==> src/rtl/krake_uart_tx_sched.sv <==
// krake_uart_tx_sched: round-robin Wishbone master that shares the krake UART TX among N_REQ byte producers.
// Latency: 10 cycles from the grant decision back to IDLE with 2-cycle acks and an idle UART; each busy poll adds ack + POLL_GAP cycles.
// Backpressure: requesters hold valid until a one-cycle ready pulse; each bus access waits for ack_i, aborting after ACK_TIMEOUT cycles.
module krake_uart_tx_sched #(
  parameter int         N_REQ       = 4,
  parameter logic [4:0] ADR_DATA    = 5'h00,
  parameter logic [4:0] ADR_STATUS  = 5'h01,
  parameter int         ACK_TIMEOUT = 15,
  parameter int         POLL_GAP    = 4
) (
  input  logic               clk_i,
  input  logic               rst_n_i,
  input  logic [N_REQ-1:0]   req_valid_i,
  input  logic [8*N_REQ-1:0] req_data_i,
  output logic [N_REQ-1:0]   req_ready_o,
  output logic [2:0]         grant_o,
  output logic               busy_o,
  output logic               err_o,
  input  logic               err_clr_i,
  output logic               stb_o,
  output logic               we_o,
  output logic [4:0]         adr_o,
  output logic [7:0]         dat_o,
  input  logic [7:0]         dat_i,
  input  logic               ack_i
);

  typedef enum logic [2:0] {
    IDLE,
    POLL_RD,
    POLL_WT,
    GAP,
    WR_DAT,
    WR_DAT_WT,
    WR_GO,
    WR_GO_WT
  } state_t;

  localparam int         CNT_MAX = (ACK_TIMEOUT > POLL_GAP) ? ACK_TIMEOUT : POLL_GAP;
  localparam int         CW      = $clog2(CNT_MAX + 1);
  localparam logic [2:0] PTR_RST = 3'(N_REQ - 1);

  state_t        state_q;
  logic [2:0]    ptr_q;
  logic [CW-1:0] cnt_q;
  logic [7:0]    byte_q;

  // Requester vectors padded to the 8-requester maximum so a 3-bit index always fits
  logic [7:0]  vld_pad;
  logic [63:0] dat_pad;
  logic        sel_found;
  logic [2:0]  sel_idx;
  logic [3:0]  cand;
  logic        ack_expired;
  logic        gap_done;
  logic        unused_dat;

  assign vld_pad     = 8'(req_valid_i);
  assign dat_pad     = 64'(req_data_i);
  assign busy_o      = (state_q != IDLE);
  // Counter starts at 1 on entering a wait state, so reaching ACK_TIMEOUT-1 without ack
  // means the error becomes visible exactly ACK_TIMEOUT cycles after the strobe
  assign ack_expired = (cnt_q == CW'(ACK_TIMEOUT - 1));
  assign gap_done    = (cnt_q == CW'(POLL_GAP - 1));
  assign unused_dat  = ^dat_i[7:1];

  // Round-robin search: first valid requester starting one past the last grant, wrapping at N_REQ
  always_comb begin
    sel_found = 1'b0;
    sel_idx   = 3'd0;
    cand      = 4'd0;
    for (int i = 1; i <= N_REQ; i++) begin
      cand = {1'b0, ptr_q} + 4'(i);
      if (cand >= 4'(N_REQ)) begin
        cand = cand - 4'(N_REQ);
      end
      if (!sel_found && vld_pad[cand[2:0]]) begin
        sel_found = 1'b1;
        sel_idx   = cand[2:0];
      end
    end
  end

  // Bus-master FSM: grant, status polling, data and start writes, ack timeout, sticky error
  always_ff @(posedge clk_i or negedge rst_n_i) begin
    if (!rst_n_i) begin
      state_q     <= IDLE;
      ptr_q       <= PTR_RST;
      cnt_q       <= '0;
      byte_q      <= '0;
      req_ready_o <= '0;
      grant_o     <= '0;
      err_o       <= 1'b0;
      stb_o       <= 1'b0;
      we_o        <= 1'b0;
      adr_o       <= '0;
      dat_o       <= '0;
    end else begin
      stb_o       <= 1'b0;
      req_ready_o <= '0;
      // A timeout set later in this block overrides the clear
      if (err_clr_i) begin
        err_o <= 1'b0;
      end
      case (state_q)
        IDLE: begin
          if (sel_found) begin
            byte_q      <= dat_pad[{sel_idx, 3'b000} +: 8];
            grant_o     <= sel_idx;
            ptr_q       <= sel_idx;
            req_ready_o <= N_REQ'(1) << sel_idx;
            stb_o       <= 1'b1;
            we_o        <= 1'b0;
            adr_o       <= ADR_STATUS;
            state_q     <= POLL_RD;
          end
        end
        POLL_RD: begin
          cnt_q   <= CW'(1);
          state_q <= POLL_WT;
        end
        POLL_WT: begin
          if (ack_i) begin
            if (dat_i[0]) begin
              stb_o   <= 1'b1;
              we_o    <= 1'b1;
              adr_o   <= ADR_DATA;
              dat_o   <= byte_q;
              state_q <= WR_DAT;
            end else begin
              cnt_q   <= '0;
              state_q <= GAP;
            end
          end else if (ack_expired) begin
            err_o   <= 1'b1;
            state_q <= IDLE;
          end else begin
            cnt_q <= cnt_q + CW'(1);
          end
        end
        GAP: begin
          if (gap_done) begin
            stb_o   <= 1'b1;
            we_o    <= 1'b0;
            adr_o   <= ADR_STATUS;
            state_q <= POLL_RD;
          end else begin
            cnt_q <= cnt_q + CW'(1);
          end
        end
        WR_DAT: begin
          cnt_q   <= CW'(1);
          state_q <= WR_DAT_WT;
        end
        WR_DAT_WT: begin
          if (ack_i) begin
            stb_o   <= 1'b1;
            we_o    <= 1'b1;
            adr_o   <= ADR_STATUS;
            dat_o   <= 8'h01;
            state_q <= WR_GO;
          end else if (ack_expired) begin
            err_o   <= 1'b1;
            state_q <= IDLE;
          end else begin
            cnt_q <= cnt_q + CW'(1);
          end
        end
        WR_GO: begin
          cnt_q   <= CW'(1);
          state_q <= WR_GO_WT;
        end
        WR_GO_WT: begin
          if (ack_i) begin
            state_q <= IDLE;
          end else if (ack_expired) begin
            err_o   <= 1'b1;
            state_q <= IDLE;
          end else begin
            cnt_q <= cnt_q + CW'(1);
          end
        end
        default: begin
          state_q <= IDLE;
        end
      endcase
    end
  end

endmodule

==> config.mk <==
export PLATFORM = sky130hd
export DESIGN_NAME = krake_uart_tx_sched
export DESIGN_NICKNAME = d
export VERILOG_FILES = /design/src/rtl/krake_uart_tx_sched.sv
export SDC_FILE = /design/constraint.sdc
export NUM_CORES = 1
export LEC_CHECK = 0
export BUFFER_PORTS_ARGS = -buffer_cell sky130_fd_sc_hd__buf_2
export CAP_MARGIN = 20
export CORE_MARGIN = 2
export CORE_UTILIZATION = 51
export CTS_CLUSTER_SIZE = 8
export DETAILED_ROUTE_END_ITERATION = 10
export HOLD_SLACK_MARGIN = 0.03
export PLACE_DENSITY = 0.83
export SYNTH_ARGS = -nofsm -noshare
export SYNTH_HDL_FRONTEND = slang
export SYNTH_SLANG_ARGS = --single-unit
==> constraint.sdc <==
create_clock -name clk_i -period 3.6 [get_ports clk_i]
set_input_delay 0.54 -clock clk_i [delete_from_list [all_inputs] [get_ports clk_i]]
set_output_delay 0.54 -clock clk_i [all_outputs]
set_load 0.01 [all_outputs]
==> results.sh <==
export IMPL_cts_resized_gates=0
export IMPL_syn_avg_cell_area_um2=8.81
export IMPL_ys_async_sr_fraction_pct=100
export IMPL_first_iter_violations=258
export IMPL_h_tree_depth=2
export IMPL_fp_dieH_um=71.0
export IMPL_cts_root_buffer="clkbuf_8"
export IMPL_p_per_area_nw_per_um2=991
export IMPL_power_leakage_nw=1.23
export IMPL_rows=24
export IMPL_drcViolationCount=0
export IMPL_globalplace_congestion=0.900
export IMPL_period_needed_ns=3.22
export IMPL_clock_path_buffers=2
export IMPL_area_delta_synth_final_pct=16.5
export IMPL_via_per_inst=5.90
export IMPL_cts_num_sinks=36
export IMPL_required_ns=3.82
export IMPL_peakVddDrop_uv=694
export IMPL_grt_setup_unrepaired="false"
export IMPL_drive_gt1_share_pct=25.9
export IMPL_r2r_start="ptr_q[1]$_DFFE_PN1P_"
export IMPL_cp_end_kind="flop"
export IMPL_slowest_delay_ns=0.63
export IMPL_p_sw_w=0.00125
export IMPL_yosysTopAreaCellShare_pct=37.1
export IMPL_drtAntennaViolNets=0
export IMPL_dp_hpwl_um=3760
export IMPL_layout_nets=364
export IMPL_n_fill_cell=380
export IMPL_worst_pin_slew_ns=0.895
export IMPL_cp_slowest_cell="dfstp_2"
export IMPL_status="finished clean"
export IMPL_grtUsageTotal_pct=21.2
export IMPL_worst_r2r_setup_slack_ns=0.38
export IMPL_internal_power_w=0.00140
export IMPL_postSynthCellCount=260
export IMPL_die_w_um=71.0
export IMPL_relSlewSlack_pct=39.9
export IMPL_ff2ff_path_depth=9
export IMPL_path_buf_inv=1
export IMPL_seqPwrFrac_pct=27.5
export IMPL_path_max_fanout=18
export IMPL_synth_flop_cell="dfrtp_1"
export IMPL_hold_class="in -> async"
export IMPL_power_w=0.00265
export IMPL_synth_most_common_cell="dfrtp_1"
export IMPL_postCtsSetupRepairBufs=0
export IMPL_num_vias=2153
export IMPL_setup_viol=0
export IMPL_grt_max_degree=37
export IMPL_antennaDiodeCount=0
export IMPL_yosys_top_cells_area="dfrtp_1 37%, a221oi_1 6.1%, a211oi_1 5.6%, nand2_1 5.4%, o21ai_0 4.4%"
export IMPL_start_util_pct=52.6
export IMPL_fmax_mhz=311
export IMPL_clk_pin_slew_worst_paths_ns=0.07
export IMPL_final_hold_viol_count=0
export IMPL_overflow=0
export IMPL_antenna_found_initial=0
export IMPL_setup_worst_path_start_class="flop"
export IMPL_dieArea_um2=5040
export IMPL_cts_buffers=5
export IMPL_synthDistinctLibCells=43
export IMPL_fin_setup_tns_ns=0
export IMPL_yosysWarnings=0
export IMPL_swShare_pct=47.2
export IMPL_worstPathArrival_ns=3.44
export IMPL_clock_latency_ns=0.28
export IMPL_first_pass_iters=4
export IMPL_p_clk_share_pct=11.4
export IMPL_worst_clock_skew_ns=0.00404
export IMPL_yosysTopAreaCell="dfrtp_1"
export IMPL_synth_seq_cells=36
export IMPL_synthTopCellsByCount="34 x dfrtp_1, 33 x nand2_1, 20 x o21ai_0"
export IMPL_drv_cap=0
export IMPL_p_comb_share_pct=61.2
export IMPL_worstPathCellList="inv_1 > ha_1 > mux4_2 > or3_1 > a211oi_2 > or2_1 > a211oi_1 > nor3_1 > a22o_1"
export IMPL_wl_per_cell_um=14.2
export IMPL_crit_cells=9
export IMPL_regToRegEndpoint="byte_q[3]$_DFFE_PN0P_"
export IMPL_critPathTopFamily="simple AND/OR/NAND/NOR gates"
export IMPL_min_period_over_period_pct=89.4
export IMPL_tritoncts="built"
export IMPL_hold_buffers=0
export IMPL_crit_type="reg -> reg"
export IMPL_wl_um=5200
export IMPL_synth_edf_count=0
export IMPL_netlist_area_um2=2290
export IMPL_drv_slew=0
export IMPL_grt_pass1_wl_um=8760
export IMPL_first_global_vias=1987
export IMPL_io_pins=72
export IMPL_io_buffers=60
export IMPL_yosysSeqAreaShare_pct=39.4
export IMPL_core_area_um2=4350
==> placed cells by master (no fill, tap or decap), types with 6 or more instances in the layout <==
cell,count
a21oi_1,15
o21ai_0,20
clkbuf_8,6
a221oi_1,16
inv_1,11
buf_2,60
a22o_1,8
dfrtp_1,34
a211oi_1,17
nor3_1,13
o21ai_1,10
nor2_1,9
nand2_1,33
==> worst reg2reg max path: stages, from the launching register on <==
cell      delay (ns)
dfstp_2         0.63
inv_1           0.07
ha_1            0.36
mux4_2          0.37
or3_1           0.41
a211oi_2        0.27
or2_1           0.53
a211oi_1        0.13
nor3_1          0.24
a22o_1          0.16
==> how the worst max path moves through the flow <==
stage | from | end
6_report | ptr_q[1]$_DFFE_PN1P_ | byte_q[3]$_DFFE_PN0P_
5_1_grt | ptr_q[1]$_DFFE_PN1P_ | byte_q[3]$_DFFE_PN0P_
4_1_cts | ptr_q[1]$_DFFE_PN1P_ | byte_q[1]$_DFFE_PN0P_
3_5_place_dp | ptr_q[1]$_DFFE_PN1P_ | byte_q[1]$_DFFE_PN0P_
3_3_place_gp | ptr_q[1]$_DFFE_PN1P_ | byte_q[0]$_DFFE_PN0P_
2_1_floorplan | ptr_q[1]$_DFFE_PN1P_ | byte_q[0]$_DFFE_PN0P_
==> power by group through the flow <==
| stage | clock [W] | sequential (W) | combinational (W) |
|---|---|---|---|
| final | 0.000301 | 0.000727 | 0.00162 |
| after CTS | 0.000309 | 0.000723 | 0.00162 |
| after floorplan | 0 | 0.000693 | 0.00136 |
| after global routing | 0.000328 | 0.000750 | 0.00182 |
| after global placement | 0 | 0.000723 | 0.00156 |
| after detailed placement | 0 | 0.000730 | 0.00161 |
==> metal layers <==
metal | wire [µm] | track usage (%) | vias up | share of wire (%)
li1 | - | - | 1075 | -
met1 | 2360 | 28.8 | 995 | 45
met2 | 2480 | 34.9 | 79 | 48
met3 | 315 | 3.85 | 4 | 6.1
met4 | 44 | 6.29 | 0 | 0.85
met5 | 0 | 0 | - | 0
==> cell families after synthesis <==
logic type,share of synthesized area (%)
compound gates,30.4
buf+inv,7.86
mux,4.26
fa+ha+maj,2.18
simple gates,15.7
other cells,0.164
flops,39.4
==> cell type report <==
class                   instances  area, µm²  share of cell area (%)
well taps                      52       65.1                    2.44
flip-flops and latches         36        903                    33.8
clock inverters                 2       13.8                   0.515
inverters                      11       41.3                    1.55
multi-input cells             194       1220                    45.7
repair buffers                 64        343                    12.8
clock buffers                   6       82.6                    3.09
==> through the flow <==
stage                     setup slack [ns]  util, %  instances  hold WS (ns)  area [µm²]
after floorplan                      0.540        -        263         0.244        2300
after global placement               0.315     59.1        357         0.461        2570
after detailed placement             0.227     59.1        357         0.465        2570
after CTS                            0.206     61.3        365         0.357        2670
after global routing                 0.128     61.3        365         0.399        2670
final                                0.383     61.3        365         0.334        2670
==> flip-flops by register name (all words and copies together), names as in the netlist <==
| register | cells |
|---|---|
| grant_o | 3 |
| err_o | 1 |
| stb_o | 1 |
| cnt_q | 4 |
| we_o | 1 |
| state_q | 3 |
| req_ready_o | 4 |
| dat_o | 8 |
| ptr_q | 2 |
| byte_q | 8 |
| adr_o | 1 |
Power figures use the tool's default switching activity.
